===== config.mk =====
export PLATFORM = sky130hd
export DESIGN_NAME = clk32m768_divider
export DESIGN_NICKNAME = d
export VERILOG_FILES = /design/src/rtl/clk32m768_divider.sv
export SDC_FILE = /design/constraint.sdc
export NUM_CORES = 1
export LEC_CHECK = 0
export ABC_AREA = 1
export CORE_MARGIN = 2
export CORE_UTILIZATION = 54
export CTS_BUF_LIST = sky130_fd_sc_hd__clkbuf_2
export CTS_CLUSTER_SIZE = 30
export DETAILED_ROUTE_END_ITERATION = 8
export MAX_ROUTING_LAYER = met4
export PLACE_DENSITY = 0.85
export SLEW_MARGIN = 0
export SYNTH_ARGS = -nofsm -noshare
export SYNTH_HDL_FRONTEND = slang
export SYNTH_SLANG_ARGS = --single-unit

===== constraint.sdc =====
create_clock -name clk32M768 -period 3 [get_ports clk32M768]
set_input_delay 0.45 -clock clk32M768 [delete_from_list [all_inputs] [get_ports clk32M768]]
set_output_delay 0.45 -clock clk32M768 [all_outputs]
set_load 0.02 [all_outputs]

===== src/rtl/clk32m768_divider.sv =====
// Power-of-two clock divider: one free-running 15-bit counter whose
// register bits drive the 15 divided clocks directly, so all stay phase-aligned.
module clk32m768_divider (
    input  logic clk32M768,
    input  logic rst_32M768,
    output logic clk16M384,
    output logic clk8M192,
    output logic clk4M096,
    output logic clk2M048,
    output logic clk1M024,
    output logic clk512K,
    output logic clk256K,
    output logic clk128K,
    output logic clk64K,
    output logic clk32K,
    output logic clk16K,
    output logic clk8K,
    output logic clk4K,
    output logic clk2K,
    output logic clk1K
);

    logic [14:0] cnt;

    // Wraps 32767 -> 0 naturally; no terminal-count logic needed.
    always_ff @(posedge clk32M768) begin
        if (rst_32M768) begin
            cnt <= '0;
        end else begin
            cnt <= cnt + 15'd1;
        end
    end

    // Each output is a flop bit with no decode behind it, so it cannot glitch.
    assign clk16M384 = cnt[0];
    assign clk8M192  = cnt[1];
    assign clk4M096  = cnt[2];
    assign clk2M048  = cnt[3];
    assign clk1M024  = cnt[4];
    assign clk512K   = cnt[5];
    assign clk256K   = cnt[6];
    assign clk128K   = cnt[7];
    assign clk64K    = cnt[8];
    assign clk32K    = cnt[9];
    assign clk16K    = cnt[10];
    assign clk8K     = cnt[11];
    assign clk4K     = cnt[12];
    assign clk2K     = cnt[13];
    assign clk1K     = cnt[14];

endmodule


==> results.yml <==
routing:
  drt_iter0_drc: 33
  met3_length_um: 69
  final_antenna_net_count: 0
  m1WireLength_um: 723
  drc: 0
  routed_wl_mm: 1.607
  top_layer: "met4"
  dr_wl_met2_um: 779
  drt-pass1-iter-count: 4
  wl_per_cell_um: 11.16
  drt-vias-per-instance: 5.229
  vias: 753
placement:
  place_hpwl_mm: 1.187
  place_congestion: 0.8990
  port_buffers: 16
critical_path:
  critPathMaxFanout: 5
  crit_arrival_ps: 1380
  max_stage_delay_ps: 640
  cp-start-kind: "flip-flop"
  cp_top_family: "buffers and inverters"
  ff2ff_path_depth: 6
  crit_type: "flip-flop to primary output"
  endpoint_kind: "primary output"
  crit_required_ps: 2550
  r2r_slack_ps: 1670
  path_cells: "clkdlybuf4s50_1"
  crit_buf_inv: 1
  worstReg2RegStart: "cnt[0]"
  cpMaxStageDelayCell: "clkdlybuf4s50_1"
  timing.rr.end: "cnt[10]"
floorplanning:
  rows: 13
  start_util_pct: 56.96
  die_h_um: 40.82
  die_area_um2: 1666
  fp.coreArea_um2: 1285
  die_x_um: 40.82
  io_pins: 17
pwr:
  leakagePower_nw: 0.3496
  fin_total_pwr_uw: 331.4
  p_per_area_nw_per_um2: 357.4
  ir_drop_v: 0.0002948
cts:
  cts_setup_buffers: 0
  clockRootBuffer: "clkbuf_2"
  clk_path_buf_depth: 2
  clock_latency_ps: 290
  cts_resized: 0
  clock_sinks: 15
  postCtsHoldBufs: 0
  cts_tree: "yes"
  htreeDepth: 1
  cts_made_buffers: 3
  cts.clk_slew.worst_paths_ps: 140
status:
  outcome: "complete, no violations"
logic_synthesis:
  synth_cell_type_count: 16
  ys_seq_elements: 15
  yosys-top-cells-area: "dfxtp_1, nor2_1, nand2_1"
  synth_cells: 110
  synth_top_cell_by_area: "dfxtp_1"
  yosysSeqAreaShare_pct: 41.03
  ys_warn_count: 0
  syn_area_um2: 732.0
  syn_nets: 113
  synth.avg_cell_area_um2: 6.654
  synth_top_area_share_pct: 41.03
global_route:
  grt.overflow.total: 0
  track_usage_pct: 25.20
  grt_pass1_vias: 595
  grt_pass1_wl_mm: 2.656
  grt_max_degree: 9
  antenna_found_initial: 0
timing:
  skew_ps: 6.010
  rsz0062_at_grt: "no"
  fin_crit_sh_pct: 60.90
  period_needed_ps: 1827
  finalMaxSlewViolations: 0
  fin_setup_tns_ps: 0
  hold_viol_final: 0
  tightest_slew_ps: 255.3
  max_clock_freq_ghz: 0.5474
  relSlewSlack_pct: 82.96
  setup_viol: 0
final_layout:
  multi_input_area_um2: 375.4
  largest_register_ffs: 15
  antennaDiodeCount: 0
  final_nets: 133
  drive_gt1_share_pct: 7.752
  fillers: 116
  layout.area.seq_um2: 300.3
  regMostFlops: "cnt"
  top_regs: "cnt (15)"
  area_growth_pct: 26.67
min_path:
  hold_path_end: "cnt[0]"
  whs_path_depth: 1
  hold_path.class: "flip-flop to flip-flop"
  timing.hold.worst.start: "cnt[0]"
job:
  max_cap_viol_count: 0
==> where the power goes <==
group / total, mW / switching, mW / internal, mW
clock network: 0.0994 / 0.0641 / 0.0353
registers: 0.207 / 0.00404 / 0.203
logic: 0.0253 / 0.0142 / 0.0111
==> final cells by class <==
class,instances,share of cell area (%)
tap,15,2.024
multi-input combinational,80,40.49
timing repair buffer,16,17.27
sequential,15,32.39
inverter,14,5.668
clock buffer,4,2.159
==> logic make-up (layout without fill, tap and decap cells) <==
logic type | after synthesis | after routing | synth area share [%]
AOI/OAI and AO/OA | 9 | 9 | 7.179
DFF | 15 | 15 | 41.03
adders and majority gates | 1 | 1 | 1.709
xor gates and xnor gates | 1 | 1 | 1.197
buffers and inverters | 15 | 34 | 7.692
and+or+nand+nor | 69 | 69 | 41.20
==> routing by layer <==
metal  up-vias  global-route usage [%]
met5         -                       -
met4         0                   12.50
met3         5                   3.261
met2        25                   35.94
met1       342                   34.55
li1        381                       -
==> Yosys cell counts, drive strengths merged <==
cell    count
inv        14
nor2       31
dfxtp      15
clkbuf      1
a21oi       4
nand4       3
ha          1
o21bai      2
o21a        1
nand2      27
nand3       8
xnor2       1
o21ai       2
==> how the worst max path moves through the flow <==
stage,from,cells after the start,end
6_report,cnt[5],1,clk512K
5_1_grt,cnt[2],1,clk4M096
4_1_cts,cnt[2],1,clk4M096
3_5_place_dp,rst_32M768,4,cnt[3]
3_3_place_gp,rst_32M768,4,cnt[5]
2_1_floorplan,cnt[0],6,cnt[10]
==> cells in the final DEF, fill, tap and decap left out <==
cell             instances
a21oi_1                  4
clkbuf_2                 4
clkdlybuf4s50_1         16
dfxtp_1                 15
ha_1                     1
inv_1                   14
nand2_1                 25
nand2_2                  2
nand3_1                  8
nand4_1                  3
nor2_1                  27
nor2_2                   2
nor2_4                   2
o21a_1                   1
o21ai_0                  2
o21bai_1                 2
xnor2_1                  1
==> through the flow <==
step | utilization (%) | std cells | hold WS, ps | setup WS (ps) | instance area (um2)
3_3_place_gp | 70.59 | 140 | 469.0 | 1493 | 907.1
4_1_cts | 72.15 | 144 | 509.9 | 1172 | 927.1
5_1_grt | 72.15 | 144 | 542.6 | 1122 | 927.1
3_5_place_dp | 70.59 | 140 | 466.7 | 1409 | 907.1
6_report | 72.15 | 144 | 512.3 | 1173 | 927.1
2_1_floorplan | - | 110 | 529.4 | 1677 | 732.0
Note: power is estimated with default switching activity, not from simulation.
